<file path="config.mk">
export PLATFORM = sky130hd
export DESIGN_NAME = fetch_unit
export DESIGN_NICKNAME = d
export VERILOG_FILES = /design/src/rtl/fetch_unit.sv
export SDC_FILE = /design/constraint.sdc
export NUM_CORES = 1
export LEC_CHECK = 0
export CAP_MARGIN = 10
export CORE_MARGIN = 2
export CORE_UTILIZATION = 40
export DETAILED_ROUTE_END_ITERATION = 12
export PLACE_DENSITY = 0.66
export SLEW_MARGIN = 20
export SYNTH_ARGS = -nofsm -noshare
export SYNTH_HDL_FRONTEND = slang
export SYNTH_SLANG_ARGS = --single-unit
</file>
<file path="constraint.sdc">
create_clock -name clk -period 2.3 [get_ports clk]
set_input_delay 0.345 -clock clk [delete_from_list [all_inputs] [get_ports clk]]
set_output_delay 0.345 -clock clk [all_outputs]
set_load 0.03 [all_outputs]
</file>
<file path="src/rtl/fetch_unit.sv">
// Instruction fetch front end: one outstanding imem request, 2-entry {pc, inst} buffer,
// redirect flush with discard of an in-flight response.
module fetch_unit #(
   parameter logic [31:0] RESET_PC = 32'h0000_0000
) (
   input  logic        clk,
   input  logic        reset,
   output logic        imem_req,
   output logic [31:0] imem_addr,
   input  logic        imem_ack,
   input  logic [31:0] imem_rdata,
   input  logic        redirect_valid,
   input  logic [31:0] redirect_pc,
   input  logic        halt,
   output logic        inst_valid,
   input  logic        inst_ready,
   output logic [31:0] inst,
   output logic [31:0] inst_pc
);

   localparam int unsigned XLEN  = 32;
   localparam int unsigned CNT_W = 2;
   localparam int unsigned DEPTH = 2;

   localparam logic [1:0] ST_IDLE    = 2'd0;
   localparam logic [1:0] ST_WAIT    = 2'd1;
   localparam logic [1:0] ST_DISCARD = 2'd2;

   localparam logic [XLEN-1:0] ALIGN_MASK = 32'hFFFF_FFFC;

   logic [1:0]       state_q, state_d;
   logic [XLEN-1:0]  fetch_pc_q, fetch_pc_d;
   logic [XLEN-1:0]  addr_q, addr_d;
   logic [CNT_W-1:0] count_q, count_d;
   logic [XLEN-1:0]  pc_q   [DEPTH];
   logic [XLEN-1:0]  pc_d   [DEPTH];
   logic [XLEN-1:0]  inst_q [DEPTH];
   logic [XLEN-1:0]  inst_d [DEPTH];

   logic             push;
   logic             pop;
   logic [CNT_W-1:0] cnt_pop;

   // Request generation, FSM transitions and FIFO update
   always_comb begin
      state_d    = state_q;
      fetch_pc_d = fetch_pc_q;
      addr_d     = addr_q;
      count_d    = count_q;
      pc_d       = pc_q;
      inst_d     = inst_q;
      push       = 1'b0;
      cnt_pop    = count_q;
      imem_req   = 1'b0;
      imem_addr  = addr_q;

      // Reset gates the request so it drops immediately on assertion
      if (state_q == ST_IDLE) begin
         imem_req  = reset && (count_q != CNT_W'(DEPTH)) && !halt;
         imem_addr = fetch_pc_q;
      end else begin
         imem_req  = reset;
         imem_addr = addr_q;
      end

      pop = (count_q != '0) && inst_ready;

      case (state_q)
         ST_IDLE: begin
            if (imem_req && !imem_ack) begin
               addr_d  = fetch_pc_q;
               state_d = redirect_valid ? ST_DISCARD : ST_WAIT;
            end else if (imem_req && imem_ack && !redirect_valid) begin
               push = 1'b1;
            end
         end
         ST_WAIT: begin
            if (imem_ack) begin
               state_d = ST_IDLE;
               push    = !redirect_valid;
            end else if (redirect_valid) begin
               state_d = ST_DISCARD;
            end
         end
         ST_DISCARD: begin
            if (imem_ack) state_d = ST_IDLE;
         end
         default: state_d = ST_IDLE;
      endcase

      if (redirect_valid) begin
         count_d    = '0;
         fetch_pc_d = redirect_pc & ALIGN_MASK;
      end else begin
         cnt_pop = count_q - CNT_W'(pop);
         if (pop) begin
            pc_d[0]   = pc_q[1];
            inst_d[0] = inst_q[1];
         end
         if (push) begin
            pc_d[cnt_pop[0]]   = fetch_pc_q;
            inst_d[cnt_pop[0]] = imem_rdata;
            fetch_pc_d         = fetch_pc_q + XLEN'(4);
         end
         count_d = cnt_pop + CNT_W'(push);
      end
   end

   always_ff @(posedge clk or negedge reset) begin
      if (!reset) begin
         state_q    <= ST_IDLE;
         fetch_pc_q <= RESET_PC & ALIGN_MASK;
         addr_q     <= '0;
         count_q    <= '0;
         for (int i = 0; i < DEPTH; i++) begin
            pc_q[i]   <= '0;
            inst_q[i] <= '0;
         end
      end else begin
         state_q    <= state_d;
         fetch_pc_q <= fetch_pc_d;
         addr_q     <= addr_d;
         count_q    <= count_d;
         pc_q       <= pc_d;
         inst_q     <= inst_d;
      end
   end

   assign inst_valid = (count_q != '0);
   assign inst       = inst_q[0];
   assign inst_pc    = pc_q[0];

endmodule

</file>
==> flow_metrics.tcl, run 1 <==
set metrics [dict create \
    final_cell_mix "dfrtp_1, clkdlybuf4s50_1, mux2_2" \
    vias_per_cell 5.34 \
    cp_num_cells 4 \
    synth_seq_cells 190 \
    p_total_mw 14.2 \
    pre_cts_ws_ns -0.0655 \
    crit_end "imem_addr[28]" \
    die-area_um2 24500 \
    p_per_area_nw_per_um2 1220 \
    worst-endpoint-arrival_ns 1.92 \
    critPathCaptureType "output port" \
    vdd_ir_drop_max_mv 0.588 \
    synth_cell_types 46 \
    synth_warnings 0 \
    regArea_um2 4760 \
    regToRegStartpoint "count_q[1]$_DFF_PN0_" \
    rsz0062_at_grt "yes" \
    wire_per_inst_um 19.2 \
    status "finished, final reports clean" \
    report.final.slew_viol_count 0 \
    synth_top_flop_cell "dfrtp_1" \
    regToRegEndpoint "inst_q[13]$_DFFE_PN0P_" \
    dp.cells 1132 \
    critPathLaunch "state_q[0]$_DFFE_PN0P_" \
    path_buf_inv 2 \
    die_h_um 156 \
    final_cells 1169 \
    syn_avg_cell_area_um2 12.3 \
    crit_type "flop to output port" \
    remaining_drc_errors 0 \
    crit_slowest_cell "dfrtp_2" \
    cellLeakagePower_nw 4.83 \
    synth_edf_count 0 \
    hp-start "redirect_valid" \
    min_period_ns 2.26 \
    cts_buffers 17 \
    relSlewSlack 0.486 \
    gp_congestion 0.774 \
    initial_core_util 0.409 \
    rrSetupSlack_ns 0.11 \
    min-delay-path-class "input port to flop" \
    htree_num_levels 4 \
    max_freq_ghz 0.442 \
    fin_tns_setup_ns 0 \
    grt_pass1_wl_mm 34.7 \
    async_flop_share 1.00 \
    coreArea_um2 22700 \
    drt_first_pass_iters 4 \
    cts_num_sinks 190 \
    worstPathRequired_ns 1.96 \
    final_common_cell "dfrtp_1" \
    post-route-period-util 0.983 \
    synth_cells 756 \
    grt_use_total 0.183 \
    nFillCells 1995 \
    ioPinCount 168 \
    slowest_delay_ns 0.45 \
    vias 6238 \
    crit_path_cell_trace "nor2_4, bufbuf_16, mux2_2, buf_4" \
    setup_viol 0 \
    clk_path_buf_depth 2 \
    clk_transition_reported_paths_ns 0.07 \
    first_global_vias 6385 \
    insertion_delay_ns 0.43 \
    cts_tree "built" \
    overflow 0 \
    root_buffer "clkbuf_16" \
    n_antenna_cell 0 \
    wirelength_mm 22.4 \
    fin_nets 944 \
    whs_ns 0.302 \
    design_area_um2 11700 \
    worst_slew_pin_slew_ns 0.771 \
    reg2reg_depth 8 \
    ant_nets 0 \
    setup_ws_ns 0.0397 \
    post_dp_cell_area_um2 11100 \
    critPathTopFamily "buffers and inverters" \
    drv_cap 0 \
    syn_to_final_growth_pct 25.7 \
    ys_seq_area_frac 0.511 \
    multi_input_area_um2 3730 \
    crit_fanout 11 \
    rows 55 \
    fin_util 0.515 \
    dp_hpwl_mm 15.0 \
    finalHoldViolCount 0 \
    fp.dieW_um 156 \
    dr.first_iter.drc_count 375 \
    fin_skew_ns 0.0105 \
    critPathLaunchType "flop" \
    drive_gt1_frac 0.292 \
    grt_antenna_before_repair 1 \
    grt_max_degree 98 \
    syn_area_um2 9300 \
    portBuffers 163 \
]
==> Yosys cell counts (2+ instances only) <==
cell      number  share of area
nor4_4         2         0.0046
nor4_1        20          0.013
o31a_1         2         0.0019
o221a_1       60          0.073
nand4_1        8         0.0054
o21ai_0       12         0.0065
mux2_2       125           0.15
buf_1          2        0.00081
or3_1          2         0.0013
buf_6          7         0.0085
nor3_1         7         0.0038
xnor2_1       18          0.017
clkbuf_1      21         0.0085
nand2_1       30          0.012
clkbuf_2       3         0.0016
ha_1           3         0.0040
nor2_1        10         0.0040
and2_1         2         0.0013
xor2_1        10         0.0094
inv_1          9         0.0036
mux2_1         6         0.0073
o21ai_1        6         0.0032
nand3_1       14         0.0075
and4_1         5         0.0047
dfrtp_1      190           0.51
and3_1         7         0.0047
a21oi_1        4         0.0022
buf_4         68          0.055
nand2b_1      63          0.042
buf_2         24          0.013
==> power by group <==
part           switching [mW]  internal, mW
clock                    1.34          1.69
combinational            2.87          2.92
sequential              0.748          4.65
==> worst register-to-register path, cell delays in order (launching register included) <==
cell	delay, ns
dfrtp_1	0.38
or2_4	0.25
nand2_1	0.08
inv_1	0.07
ha_4	0.24
nor4_4	0.29
buf_4	0.22
buf_12	0.18
mux2_2	0.35
==> logic make-up after synthesis <==
family | count (synthesis) | synth area share
AOI/OAI and AO/OA | 92 | 0.0957
xor gates and xnor gates | 28 | 0.0264
adders and majority gates | 3 | 0.00404
buffers and inverters | 134 | 0.0908
DFF | 190 | 0.511
muxes | 132 | 0.160
other | 1 | 0.000403
and+or+nand+nor | 176 | 0.112
==> flip-flops by register name, indices dropped and copies added (netlist names) <==
name	cells
count_q	2
inst_pc	32
pc_q	30
inst_q	32
fetch_pc_q	30
state_q	2
inst	32
addr_q	30
==> metal layers <==
layer / GRT usage / wire length, um
met4: 0.0502 / 276
met3: 0.0440 / 1250
met5: 0 / 16
met2: 0.298 / 10700
met1: 0.245 / 10100
==> worst min path at each step <==
stage                            endpoint  slack, ns  cells after the start
2_1_floorplan      addr_q[10]$_DFFE_PN0P_       0.05                      0
3_3_place_gp       state_q[0]$_DFFE_PN0P_       0.36                      2
3_5_place_dp       state_q[0]$_DFFE_PN0P_       0.36                      2
4_1_cts        fetch_pc_q[29]$_DFFE_PN0P_       0.29                      3
5_1_grt        fetch_pc_q[29]$_DFFE_PN0P_       0.32                      3
6_report       fetch_pc_q[29]$_DFFE_PN0P_       0.30                      3
==> final cells by class <==
class,count,area share
inverters,9,0.00289
clock inverters,12,0.0126
flip-flops and latches,190,0.407
well taps,285,0.0305
clock buffers,20,0.0391
multi-input cells,433,0.319
repair buffers,220,0.189
==> what timing repair did <==
action	CTS	global route
endpoints found under the hold margin	32	0
pin swaps	1	2
gates cloned	1	2
gates resized for setup	84	7
buffers inserted	1	0
setup endpoints to repair	19	36
hold buffers	1	0
No activity file was read; power rests on OpenSTA's default activity.
==> run 2, diff against run 1 <==
--- a/config.mk
+++ b/config.mk
@@ -8,6 +8,7 @@
 export CAP_MARGIN = 10
 export CORE_MARGIN = 2
 export CORE_UTILIZATION = 40
+export CTS_CLUSTER_DIAMETER = 60
 export DETAILED_ROUTE_END_ITERATION = 12
 export PLACE_DENSITY = 0.66
 export SLEW_MARGIN = 20
==> constraint.sdc (replaced) <==
create_clock -name clk -period 2.3 [get_ports clk]
set_input_delay 0.345 -clock clk [delete_from_list [all_inputs] [get_ports clk]]
set_output_delay 0.345 -clock clk [all_outputs]
set_load 0.005 [all_outputs]
==> run 2 against run 1 <==
Non-clock buffer count increased by 6; first-iteration DRC count decreased by 14%; maximum frequency increased by 0.57%; routed wire length decreased by 0.49%; clock power increased by 3%; largest power group is now registers.
==> flow_metrics.tcl, run 2 (synthesis gave the netlist of run 1 again) <==
set metrics [dict create \
    status "finished, final reports clean" \
    crit_path_cell_trace "nor2_4, buf_12, mux2_2, dlygate4sd2_1" \
    cellInternalPower_mw 9.37 \
    syn_to_final_growth_pct 27.4 \
    crit_fanout 16 \
    clk_path_buf_depth 2 \
    final_cells 1175 \
    worstPathRequired_ns 1.96 \
    power_frac_comb 0.342 \
    critPathCaptureType "output port" \
    ant_nets 0 \
    crit_slowest_cell "dfrtp_2" \
    p_total_mw 13.0 \
    finalHoldViolCount 0 \
    overflow 0 \
    cts_buffers 17 \
    grt_antenna_before_repair 2 \
    setup_viol 0 \
    root_buffer "clkbuf_16" \
    vias 6168 \
    post-route-period-util 0.977 \
    final_common_cell "dfrtp_1" \
    final_cell_mix "dfrtp_1, clkdlybuf4s50_1, mux2_2" \
    slowest_delay_ns 0.43 \
    dp_hpwl_mm 14.4 \
    dp.cells 1131 \
    gr-usage-met1 0.257 \
    first_global_vias 6151 \
    netSwitchingFraction 0.278 \
    min_period_ns 2.25 \
    ioPinCount 168 \
    use_met3 0.0429 \
    fin_util 0.522 \
    die-area_um2 24500 \
    power.net_switching_mw 3.61 \
    wirelength_mm 22.3 \
    critPathLaunchType "flop" \
    fin_skew_ns 0.00957 \
    grt_pass1_wl_mm 34.5 \
    die_h_um 156 \
    pre_cts_ws_ns -0.0891 \
    vias_per_cell 5.25 \
    clk_transition_reported_paths_ns 0.07 \
    gp_congestion 0.787 \
    met2_usage 0.285 \
    drt_first_pass_iters 4 \
    worst_slew_pin_slew_ns 1.08 \
    crit_type "flop to output port" \
    worst-endpoint-arrival_ns 1.90 \
    grt_max_degree 168 \
    report.final.slew_viol_count 0 \
    power_frac_clock 0.240 \
    initial_core_util 0.409 \
    wire_per_inst_um 19.0 \
    coreArea_um2 22700 \
    p_per_area_nw_per_um2 1100 \
    rows 55 \
    design_area_um2 11800 \
    post_dp_cell_area_um2 11100 \
    vdd_ir_drop_max_mv 0.553 \
    setup_ws_ns 0.0526 \
    htree_num_levels 4 \
    p_seq_frac 0.417 \
    drv_cap 0 \
    portBuffers 163 \
    drive_gt1_frac 0.263 \
    relSlewSlack 0.277 \
    busiest_layer "met2" \
    cellLeakagePower_nw 4.91 \
    max_freq_ghz 0.445 \
    insertion_delay_ns 0.43 \
    cts_tree "built" \
    cts_num_sinks 190 \
    remaining_drc_errors 0 \
    dr.first_iter.drc_count 323 \
    grt_use_total 0.182 \
    min-delay-path-class "input port to flop" \
    fp.dieW_um 156 \
    fin_nets 950 \
]
run 2: changes by cell type in the layout (fill, tap and decap cells not counted), sizes merged, moves of 2 or more:
cell / before / now
dlygate4sd2: 0 / 30
clkdlybuf4s15: 3 / 0
clkinvlp: 2 / 0
buf: 81 / 59
inv: 15 / 12
clkinv: 2 / 5
run 2: worst paths after layout:
| kind | from | to | slack [ns] | cells past startpoint |
|---|---|---|---|---|
| setup / recovery | state_q[0]$_DFFE_PN0P_ | imem_addr[31] | 0.05 | 4 |
| hold / removal | redirect_valid | count_q[0]$_DFF_PN0_ | 0.26 | 2 |
| setup reg to reg | count_q[1]$_DFF_PN0_ | inst[8]$_DFFE_PN0N_ | 0.14 | 10 |
| hold reg to reg | inst_q[12]$_DFFE_PN0P_ | inst_q[12]$_DFFE_PN0P_ | 0.49 | 1 |
| max in group asynchronous | reset | inst[1]$_DFFE_PN0N_ | 0.79 | 3 |
| min in group asynchronous | reset | inst_pc[27]$_DFFE_PN0N_ | 0.54 | 3 |
run 2: cell type report:
class,instances,area [um2]
clock buffers,20,457
inverters,9,33.8
well taps,285,357
flip-flops and latches,190,4760
diodes,1,2.50
clock inverters,11,156
fillers,2012,10900
multi-input cells,433,3750
repair buffers,226,2330
run 2: per-stage QoR:
step	hold WS (ns)	setup TNS, ns
floorplan	0.0494	0
global placement	0.443	-0.839
detailed placement	0.440	-1.72
CTS	0.255	0
global route	0.271	-0.00441
finish	0.264	0
run 2: power groups by stage:
| stage | Sequential, mW | Combinational, mW | Clock, mW |
|---|---|---|---|
| global placement | 5.44 | 4.32 | 0 |
| CTS | 5.42 | 4.40 | 3.18 |
| floorplan | 5.21 | 3.07 | 0 |
| global route | 5.59 | 4.80 | 3.33 |
| detailed placement | 5.48 | 4.41 | 0 |
| finish | 5.42 | 4.44 | 3.12 |
run 2: repair_timing:
item	CTS	global route
gates resized for setup	37	5
hold buffers	1	0
pin swaps	1	2
setup buffers	4	3
cloned	1	4
endpoints found under the setup margin	58	93
endpoints found under the hold margin	23	0
run 2: layer usage:
| metal | up-vias | wire, um |
|---|---|---|
| met5 | - | 7 |
| met4 | 2 | 159 |
| met3 | 14 | 1230 |
| met2 | 161 | 10700 |
| met1 | 3109 | 10200 |
| li1 | 2882 | - |
run 2: worst max-delay path, delay by kind of cell, from the launching register on:
kind | cells | cell delay [ns]
DFF | 1 | 0.43
muxes | 1 | 0.34
and+or+nand+nor | 1 | 0.18
buffers and inverters | 2 | 0.52
